$ cat src/rtl/pkt_switch_pkg.sv
// Shared switch constants, FIFO entry layout and ingress write-FSM type.
package pkt_switch_pkg;

  localparam int NUM_PORTS = 4;
  localparam int PORT_W    = 2;
  localparam int DATA_W    = 8;
  localparam int ENTRY_W   = DATA_W + PORT_W + 1;

  // Write-side framing: HEAD waits for the first word of a frame, BODY for the rest.
  typedef enum logic [0:0] {
    WR_HEAD = 1'b0,
    WR_BODY = 1'b1
  } wr_state_e;

  // One buffered word as stored in the ingress FIFO.
  typedef struct packed {
    logic [DATA_W-1:0] data;
    logic [PORT_W-1:0] dest;
    logic              last;
  } entry_t;

endpackage

$ cat src/rtl/ingress_port_chk.sv
// Runtime checks on the ingress port head interface and FIFO occupancy.
module ingress_port_chk
  import pkt_switch_pkg::*;
#(
  parameter int DEPTH      = 16,
  parameter int PORT_INDEX = 0,
  parameter int CNT_W      = 5
) (
  input logic              clk,
  input logic              reset_n,
  input logic              out_valid,
  input logic              pop,
  input logic [DATA_W-1:0] out_data,
  input logic [PORT_W-1:0] out_dest,
  input logic              out_last,
  input logic [CNT_W-1:0]  count
);

  a_port_index: assert property (@(posedge clk) (PORT_INDEX >= 0) && (PORT_INDEX < NUM_PORTS));

  a_count_range: assert property (@(posedge clk) disable iff (!reset_n) (int'(count) <= DEPTH));

  a_head_stable: assert property (@(posedge clk) disable iff (!reset_n)
    (out_valid && !pop) |=> (out_valid && $stable({out_data, out_dest, out_last})));

endmodule

$ cat src/rtl/sync_fifo.sv
// Single-clock FIFO with occupancy counter; head entry reads as zero when empty.
module sync_fifo #(
  parameter int WIDTH = 11,
  parameter int DEPTH = 16
) (
  input  logic                     clk,
  input  logic                     reset_n,
  input  logic                     push,
  input  logic [WIDTH-1:0]         wdata,
  input  logic                     pop,
  output logic [WIDTH-1:0]         rdata,
  output logic                     full,
  output logic                     empty,
  output logic [$clog2(DEPTH):0]   count
);

  localparam int AW = $clog2(DEPTH);
  localparam int CW = AW + 1;
  localparam logic [AW-1:0] PTR_ONE  = {{(AW-1){1'b0}}, 1'b1};
  localparam logic [CW-1:0] CNT_ONE  = {{(CW-1){1'b0}}, 1'b1};
  localparam logic [CW-1:0] CNT_FULL = CW'(DEPTH);

  logic [WIDTH-1:0] mem_q [DEPTH];
  logic [AW-1:0]    wr_ptr_q, wr_ptr_d;
  logic [AW-1:0]    rd_ptr_q, rd_ptr_d;
  logic [CW-1:0]    cnt_q, cnt_d;
  logic             push_ok_s, pop_ok_s;

  assign full      = (cnt_q == CNT_FULL);
  assign empty     = (cnt_q == {CW{1'b0}});
  assign count     = cnt_q;
  assign push_ok_s = push & ~full;
  assign pop_ok_s  = pop & ~empty;
  assign rdata     = empty ? {WIDTH{1'b0}} : mem_q[rd_ptr_q];

  // Next pointers and occupancy; pointers wrap naturally at the power-of-two depth.
  always_comb begin
    wr_ptr_d = wr_ptr_q;
    rd_ptr_d = rd_ptr_q;
    cnt_d    = cnt_q;
    if (push_ok_s) begin
      wr_ptr_d = wr_ptr_q + PTR_ONE;
    end else begin
      wr_ptr_d = wr_ptr_q;
    end
    if (pop_ok_s) begin
      rd_ptr_d = rd_ptr_q + PTR_ONE;
    end else begin
      rd_ptr_d = rd_ptr_q;
    end
    case ({push_ok_s, pop_ok_s})
      2'b10:   cnt_d = cnt_q + CNT_ONE;
      2'b01:   cnt_d = cnt_q - CNT_ONE;
      default: cnt_d = cnt_q;
    endcase
  end

  // Pointer and occupancy registers, cleared asynchronously.
  always_ff @(posedge clk or negedge reset_n) begin
    if (!reset_n) begin
      wr_ptr_q <= {AW{1'b0}};
      rd_ptr_q <= {AW{1'b0}};
      cnt_q    <= {CW{1'b0}};
    end else begin
      wr_ptr_q <= wr_ptr_d;
      rd_ptr_q <= rd_ptr_d;
      cnt_q    <= cnt_d;
    end
  end

  // Storage array; contents are don't-care until written, so no reset.
  always_ff @(posedge clk) begin
    if (push_ok_s) begin
      mem_q[wr_ptr_q] <= wdata;
    end
  end

endmodule

$ cat src/rtl/ingress_port.sv
// Switch ingress: tags each frame word with the destination of its first word and buffers it.
module ingress_port
  import pkt_switch_pkg::*;
#(
  parameter int DEPTH      = 16,
  parameter int PORT_INDEX = 0
) (
  input  logic                 clk,
  input  logic                 reset_n,
  input  logic                 in_valid,
  input  logic [DATA_W-1:0]    in_data,
  input  logic [PORT_W-1:0]    in_dest,
  input  logic                 in_last,
  output logic                 in_ready,
  output logic                 out_valid,
  output logic [DATA_W-1:0]    out_data,
  output logic [PORT_W-1:0]    out_dest,
  output logic                 out_last,
  input  logic [NUM_PORTS-1:0] egress_ready,
  output logic [15:0]          frame_count
);

  localparam int CNT_W = $clog2(DEPTH) + 1;

  wr_state_e         state_q, state_d;
  logic [PORT_W-1:0] cur_dest_q, cur_dest_d;
  logic [15:0]       frame_count_q, frame_count_d;
  logic              push_s, pop_s, full_s, empty_s;
  logic [CNT_W-1:0]  count_s;
  entry_t            wr_entry_s, rd_entry_s;

  assign in_ready    = ~full_s;
  assign push_s      = in_valid & ~full_s;
  assign out_valid   = ~empty_s;
  assign out_data    = rd_entry_s.data;
  assign out_dest    = rd_entry_s.dest;
  assign out_last    = rd_entry_s.last;
  assign pop_s       = ~empty_s & egress_ready[rd_entry_s.dest];
  assign frame_count = frame_count_q;

  // Write FSM: latch destination on the head word, reuse it for the body words.
  always_comb begin
    state_d         = state_q;
    cur_dest_d      = cur_dest_q;
    wr_entry_s.data = in_data;
    wr_entry_s.dest = cur_dest_q;
    wr_entry_s.last = in_last;
    case (state_q)
      WR_HEAD: begin
        wr_entry_s.dest = in_dest;
        if (push_s) begin
          cur_dest_d = in_dest;
          state_d    = in_last ? WR_HEAD : WR_BODY;
        end else begin
          state_d = WR_HEAD;
        end
      end
      WR_BODY: begin
        if (push_s && in_last) begin
          state_d = WR_HEAD;
        end else begin
          state_d = WR_BODY;
        end
      end
      default: begin
        state_d = WR_HEAD;
      end
    endcase
  end

  // Count frames whose final word has left towards its egress.
  always_comb begin
    if (pop_s && rd_entry_s.last) begin
      frame_count_d = frame_count_q + 16'd1;
    end else begin
      frame_count_d = frame_count_q;
    end
  end

  // Control registers, cleared asynchronously so a reset drops any partial frame.
  always_ff @(posedge clk or negedge reset_n) begin
    if (!reset_n) begin
      state_q       <= WR_HEAD;
      cur_dest_q    <= {PORT_W{1'b0}};
      frame_count_q <= 16'd0;
    end else begin
      state_q       <= state_d;
      cur_dest_q    <= cur_dest_d;
      frame_count_q <= frame_count_d;
    end
  end

  sync_fifo #(
    .WIDTH (ENTRY_W),
    .DEPTH (DEPTH)
  ) u_fifo (
    .clk     (clk),
    .reset_n (reset_n),
    .push    (push_s),
    .wdata   (wr_entry_s),
    .pop     (pop_s),
    .rdata   (rd_entry_s),
    .full    (full_s),
    .empty   (empty_s),
    .count   (count_s)
  );

  ingress_port_chk #(
    .DEPTH      (DEPTH),
    .PORT_INDEX (PORT_INDEX),
    .CNT_W      (CNT_W)
  ) u_chk (
    .clk       (clk),
    .reset_n   (reset_n),
    .out_valid (out_valid),
    .pop       (pop_s),
    .out_data  (out_data),
    .out_dest  (out_dest),
    .out_last  (out_last),
    .count     (count_s)
  );

endmodule
$ cat config.mk
export PLATFORM = sky130hd
export DESIGN_NAME = ingress_port
export DESIGN_NICKNAME = d
export VERILOG_FILES = /design/src/rtl/pkt_switch_pkg.sv /design/src/rtl/ingress_port_chk.sv /design/src/rtl/sync_fifo.sv /design/src/rtl/ingress_port.sv
export SDC_FILE = /design/constraint.sdc
export NUM_CORES = 1
export LEC_CHECK = 0
export CAP_MARGIN = 20
export CORE_MARGIN = 3
export CORE_UTILIZATION = 45
export DETAILED_ROUTE_END_ITERATION = 16
export PLACE_DENSITY_LB_ADDON = 0.1
export SETUP_SLACK_MARGIN = 0.4
export SKIP_LAST_GASP = 1
export SYNTH_ARGS = -nofsm -noshare
export SYNTH_HDL_FRONTEND = slang
export SYNTH_SLANG_ARGS = --single-unit
$ cat constraint.sdc
create_clock -name clk -period 4.1 [get_ports clk]
set_clock_uncertainty 0.1 [all_clocks]
set_input_delay 0.615 -clock clk [delete_from_list [all_inputs] [get_ports clk]]
set_output_delay 0.615 -clock clk [all_outputs]
set_load 0.02 [all_outputs]
Word-level counts from Yosys, hierarchy flattened --
Memory sizes are Yosys's and may differ from the RTL's. Cells that the tools add are included.
Storage, ports and cells: flip-flop bits (word level) 32, bits in writable memories 176, input port bits 18, output and inout port bits 29, memories kept 1
Memory list:
- u_fifo.mem_q | depth 16, bits a word 11, rd ports 1, clocked after Yosys merged registers in 0, write ports 1, RTL line sync_fifo.sv:23 | logic [WIDTH-1:0] mem_q [DEPTH];
Operators by class: add/subtract/negate cells 5, magnitude comparators 1, equal/unequal tests 3, mux-type cells 11, bitwise gates (word level) 7, reduce and logical (&&, ||, !) cells 5
Operator list (count):
- adder 16 x 1 -> 16 bit, second input constant | 1
- 2-to-1 mux 11 bit | 1
- case mux 5 bit (2 select lines) | 1
- adder 4 x 1 -> 4 bit, second input constant | 2
- 2-to-1 mux 1 bit | 6
- adder 5 x 1 -> 5 bit, second input constant | 1
- == test 5 bit, second input constant | 1
- logical NOT 5 bit | 1
- subtractor 5 x 1 -> 5 bit, second input constant | 1
- bitwise AND 1 bit | 4
- < comparator 2 x 3 -> 1 bit, second input constant | 1
- inverter 1 bit | 3
- binary-select mux 1 bit (select 2 bit) | 1
- == test 2 x 1 -> 1 bit, second input constant | 1
- == test 2 bit, second input constant | 1
- logical AND 1 bit | 2
- 2-to-1 mux 2 bit | 1
- case mux 1 bit (2 select lines) | 1
- AND reduction 2 bit | 1
- nonzero test 2 bit | 1

Logic depth before layout (Yosys ltp) --
Gate-level depths: netlist (run 1).
depth in word-level cells 8, gate-level depth with buffers 17

Cells and area by module --
A second synthesis (run 1) with hierarchy kept.
Second synthesis, totals: cells, all modules 466, area, all modules 8630.8 µm²
By module, submodules not included:
- sync_fifo | times used 1, cells an instance 384, area each 7678.6 µm², seq. area each 5610.4 µm²
- ingress_port | times used 1, cells an instance 82, area each 952.2 µm², seq. area each 475.5 µm²

Worst setup path after synthesis (run 1) --
OpenSTA, ideal clock, no wires.
path type flip-flop to flip-flop, start point register u_fifo.rd_ptr_q[0], end point register u_fifo.cnt_q[4] (netlist: u_fifo.count[4]), setup time 123 ps, arrival 3287 ps, setup slack 590 ps, stages on the path, launching flop included 17, clock period less this slack 3510 ps, cell sequence dfrtp_1 buf_6 mux4_2 o21ai_0 o22ai_1 o32ai_2 or2_1 inv_1 ha_1 xor2_1 ha_1 o21ai_0 a22oi_1 a21oi_1 xor2_1 nor2_1 xnor2_1
On the way: word-level cells in the longest chain between the ends 8
Ends and longest elaborated chain:
- from (decl) | RTL line sync_fifo.sv:25 | logic [AW-1:0] rd_ptr_q, rd_ptr_d;
- from (signal assigned) | RTL line sync_fifo.sv:62 | rd_ptr_q <= {AW{1'b0}};
- from (signal assigned) | RTL line sync_fifo.sv:66 | rd_ptr_q <= rd_ptr_d;
- memory (16 x 11 bit) (*)
- 2-to-1 mux 11 bit (*) | RTL line sync_fifo.sv:34 | assign rdata = empty ? {WIDTH{1'b0}} : mem_q[rd_ptr_q];
- binary-select mux 1 bit (select 2 bit) (*) | RTL line ingress_port.sv:38 | assign pop_s = ~empty_s & egress_ready[rd_entry_s.dest];
- 2-to-1 mux 1 bit (implied by the code) (*) | RTL line ingress_port.sv:38
- bitwise AND 1 bit (*) | RTL line ingress_port.sv:38
- bitwise AND 1 bit (*) | RTL line sync_fifo.sv:33 | assign pop_ok_s = pop & ~empty;
- named net u_fifo.pop_ok_s | RTL line sync_fifo.sv:27 | logic push_ok_s, pop_ok_s;
- == test 2 x 1 -> 1 bit or == test 2 bit (tied branches) | RTL line sync_fifo.sv:51 | case ({push_ok_s, pop_ok_s})
- case mux 5 bit (2 select lines) or nonzero test 2 bit (tied branches)
- to (signal assigned) | RTL line sync_fifo.sv:63 | cnt_q <= {CW{1'b0}};
- to (signal assigned) | RTL line sync_fifo.sv:67 | cnt_q <= cnt_d;
- to (decl) | RTL line sync_fifo.sv:26 | logic [CW-1:0] cnt_q, cnt_d;
The timed path passes the listed nets; every way through them passes the cells marked *. The select of a mux whose other input is x is not followed. A chain may end at the register's enable or synchronous reset.

Final worst setup path (run 1) --
start point register u_fifo.rd_ptr_q[0], end point output out_data[4]
On the way: word-level cells in the longest chain between the ends 2
Ends and longest elaborated chain:
- memory (16 x 11 bit)
- 2-to-1 mux 11 bit | RTL line sync_fifo.sv:34
- to (decl) | RTL line ingress_port.sv:16 | output logic [DATA_W-1:0] out_data,
No other way between the ends.

==> metrics.md, run 1 <==
| Metric | Value |
|---|---|
| Status | `finished, final reports clean` |
| Max-Cap Viols | `0` |
| Max rail drop VDD | `around 380 uV` |
| Syn Std Cell Area | `8740 um^2` |
| Detailed Routing Iterations Pass 1 | `6` |
| Setup crit end kind | `output port` |
| Critical path required time | `3.38 ns` |
| Post-route minimum period | `~3.7 ns` |
| Clock insertion delay at the later pin of the skew report | `0.50 ns` |
| Vias per inst | `5.52` |
| Crit path arrival time | `2.97 ns` |
| Top cell by count, worst path | `buf_12` |
| Top Usage Layer GRT | `met2` |
| Largest net degree at the start of global routing | `30` |
| Drt initial violations | `344` |
| Finished Cell Area | `about 10000 um^2` |
| Hold Crit Class | `in2async` |
| RSZ-0062 raised after global routing | `yes` |
| Placed Area | `9500 um^2` |
| Register bit total from synthesis | `208` |
| Most used flip-flop cell after synthesis | `edfxtp_1` |
| Post-synth top area share | `60.5%` |
| All-layer global routing usage | `17.4%` |
| Clock buffer depth | `3` |
| Ant diodes | `0` |
| CTS sink cnt | `208` |
| Buf/Inv on CP | `3` |
| Remaining DRCs | `0` |
| RePlAce Congestion | `0.828` |
| CP Class | `reg2out` |
| Async SR Flop Fraction | `around 15%` |
| Chip height | `145 um` |
| Worst rel slew slack | `49.5%` |
| PD cells | `765 nW/um^2` |
| H-tree levels | `1` |
| I/O pin count | `47` |
| Final setup fails | `0` |
| Slowest stage delay, CP | `approximately 0.67 ns` |
| Nets | `609` |
| Antenna violations before repair | `0` |
| Wire per inst | `approximately 21 um` |
| Final cell count without fillers | `857` |
| Syn_nets | `539` |
| Top cell family by delay on the critical path | `buffers and inverters` |
| Fillers | `approximately 1500` |
| Met1 Resource Use GR | `24.9%` |
| GR Overflow Total | `0` |
| Post-synth top area cell | `edfxtp_1` |
| CTS root buf | `clkbuf_16` |
| Antenna viol nets, final | `0` |
| Register Area | `slightly above 6000 um^2` |
| Clock transition at path regs | `roughly 0.050 ns` |
| Vias | `4732` |
| Least-Margin Pin Slew | `between 0.7 and 0.8 ns` |
| I/O Buffers | `46` |
| CTS Hold Bufs | `0` |
| Max stage delay cell, worst path | `clkdlybuf4s50_1` |
| Leakage | `0.00374 uW` |
| Die width | `145 um` |
| Initial core utilization | `46.3%` |
| Largest cells by area after synthesis | `edfxtp_1 60%, dfrtp_1 9.2%, mux4_2 6.4%` |
| Die area | `21100 um^2` |
| Vias in the first global route | `4941` |
| Setup TNS | `0 ns` |
| CP Cell Sequence | `buf_12, buf_12, mux2i_1, o221ai_1, o22ai_1, a211oi_1, clkdlybuf4s50_1` |
| Fmax | `272 MHz` |
| Multi-input logic area | `2490 um^2` |
| Grt met2 use | `28.3%` |
| Site Rows | `50` |
| First-pass GRT wire length | `28700 um` |
| Post-synth EDFFs | `between 150 and 200` |
| CP Launch Type | `register` |
| Final hold vios | `0` |
| Period Utilization, post-route | `about nine tenths` |
| Layout area overhead | `18.5%` |
| Placed cells | `806` |
| Sequential area share after synthesis | `69.6%` |
| Total CTS buffers | `23` |
| CTS tree | `yes` |
| Routed WL | `approximately 18000 um` |
| Syn Area/Cell | `17.1 um^2` |
| Max Transition Viols Final | `0` |
| Post-DP HPWL | `11900 um` |
| Mapped Cells | `just over 500` |
| GR Util met3 | `2.83%` |
| Yosys cell types | `47` |
| Core box area | `18900 um^2` |
| Layout cell share with drive strength beyond 1 | `between 15 and 20%` |
| Yosys warns | `0` |
| CP max FO | `22` |
-- synthesized netlist by cell type, types with 5 or more instances --
library cell / instances
a211oi_1: 8
and2_1: 7
and3_1: 11
and4_1: 5
clkbuf_1: 15
dfrtp_1: 32
edfxtp_1: 176
ha_1: 10
inv_1: 13
mux2_2: 8
mux2i_1: 38
mux4_2: 25
nand2_1: 24
nand3_1: 9
nor2_1: 12
nor3_1: 10
o21ai_0: 6
o221ai_1: 17
o22ai_1: 9
xnor2_1: 9
xor2_1: 18
-- registers in the layout, indices dropped and copies added (netlist names), named ones only --
signal	cells
cur_dest_q	2
frame_count	16
u_fifo.count	5
u_fifo.mem_q	176
u_fifo.rd_ptr_q	4
u_fifo.wr_ptr_q	4
-- metrics by stage --
stage               hold slack, ns  setup WS (ns)  total power (uW)  util, %
detailed placement           0.380          0.273              5900     50.3
floorplan                    0.219          0.590              4970        -
CTS                          0.286          0.377              7920     54.5
finish                       0.286          0.419              7930     54.8
global placement             0.359          0.363              5820     50.3
global route                 0.307          0.242              8360     54.8
-- path summary, 6_finish.rpt --
check                                                 end                      startpoint  cells past startpoint  slack (ns)
setup / recovery                              out_data[4]  u_fifo.rd_ptr_q[0]$_DFFE_PN0P_                      7        0.42
hold / removal             u_fifo.wr_ptr_q[2]$_DFFE_PN0P_                         reset_n                      1        0.29
setup reg to reg              u_fifo.count[4]$_DFFE_PN0P_  u_fifo.rd_ptr_q[0]$_DFFE_PN0P_                     16        0.45
hold reg to reg               frame_count[15]$_DFFE_PN0P_     frame_count[15]$_DFFE_PN0P_                      1        0.38
max in group asynchronous  u_fifo.rd_ptr_q[0]$_DFFE_PN0P_                         reset_n                      2        2.93
min in group clk              frame_count[15]$_DFFE_PN0P_     frame_count[15]$_DFFE_PN0P_                      1        0.38
-- power breakdown --
group	leakage (uW)	internal (uW)	switching [uW]
clock	0.000346	1120	777
sequential	0.00198	2620	221
combinational	0.00141	1440	1750
-- metal layers --
layer,up-vias,part of all wire (%)
met2,98,49
met4,0,1.7
met3,28,4.7
met5,-,0
met1,2433,45
li1,2173,-
-- cells in the final DEF, fill, tap and decap left out, types with 6 or more instances in the layout --
cell type,instances
a211oi_1,7
and2_1,7
and3_1,11
buf_4,19
clkbuf_16,23
clkdlybuf4s50_1,41
clkinv_1,6
dfrtp_1,29
edfxtp_1,176
ha_1,10
inv_1,13
mux2_2,8
mux2i_1,36
mux4_2,25
nand2_1,24
nand3_1,9
nor2_1,12
nor3_1,10
o21ai_0,6
o221ai_1,17
o22ai_1,9
xnor2_1,9
xor2_1,18
-- layout make-up --
type,instances,share of cell area [%]
clock buffer,29,5.96
sequential,208,58.8
timing repair buffer,70,6.82
clock inverter,12,0.785
tap,260,3.14
multi-input combinational,265,24.0
inverter,13,0.471
-- cells by family after synthesis --
group | after synthesis | share of synthesized area (%)
adder cells (fa/ha/maj) | 10 | 1.43
multiplexers | 73 | 12.3
AND/OR/NAND/NOR | 99 | 6.37
AO/OA/AOI/OAI | 56 | 5.41
flip-flops | 208 | 69.6
XOR/XNOR | 27 | 2.71
buffers and inverters | 38 | 2.22
-- repair_timing --
item / 4_1_cts / 5_1_grt
pin swaps: 0 / 1
setup endpoints to repair: 10 / 6
resized for setup: 9 / 10
buffers inserted: 7 / 3
Power figures use the tool's default switching activity.
==> run 2, diff against run 1 <==
--- a/config.mk
+++ b/config.mk
@@ -8,6 +8,7 @@
 export CAP_MARGIN = 20
 export CORE_MARGIN = 3
 export CORE_UTILIZATION = 45
+export CTS_CLUSTER_DIAMETER = 150
 export DETAILED_ROUTE_END_ITERATION = 16
 export PLACE_DENSITY_LB_ADDON = 0.1
 export SETUP_SLACK_MARGIN = 0.4
==> results of run 2 <==
No change in the layout: final DEF, timing and power equal those of run 1.
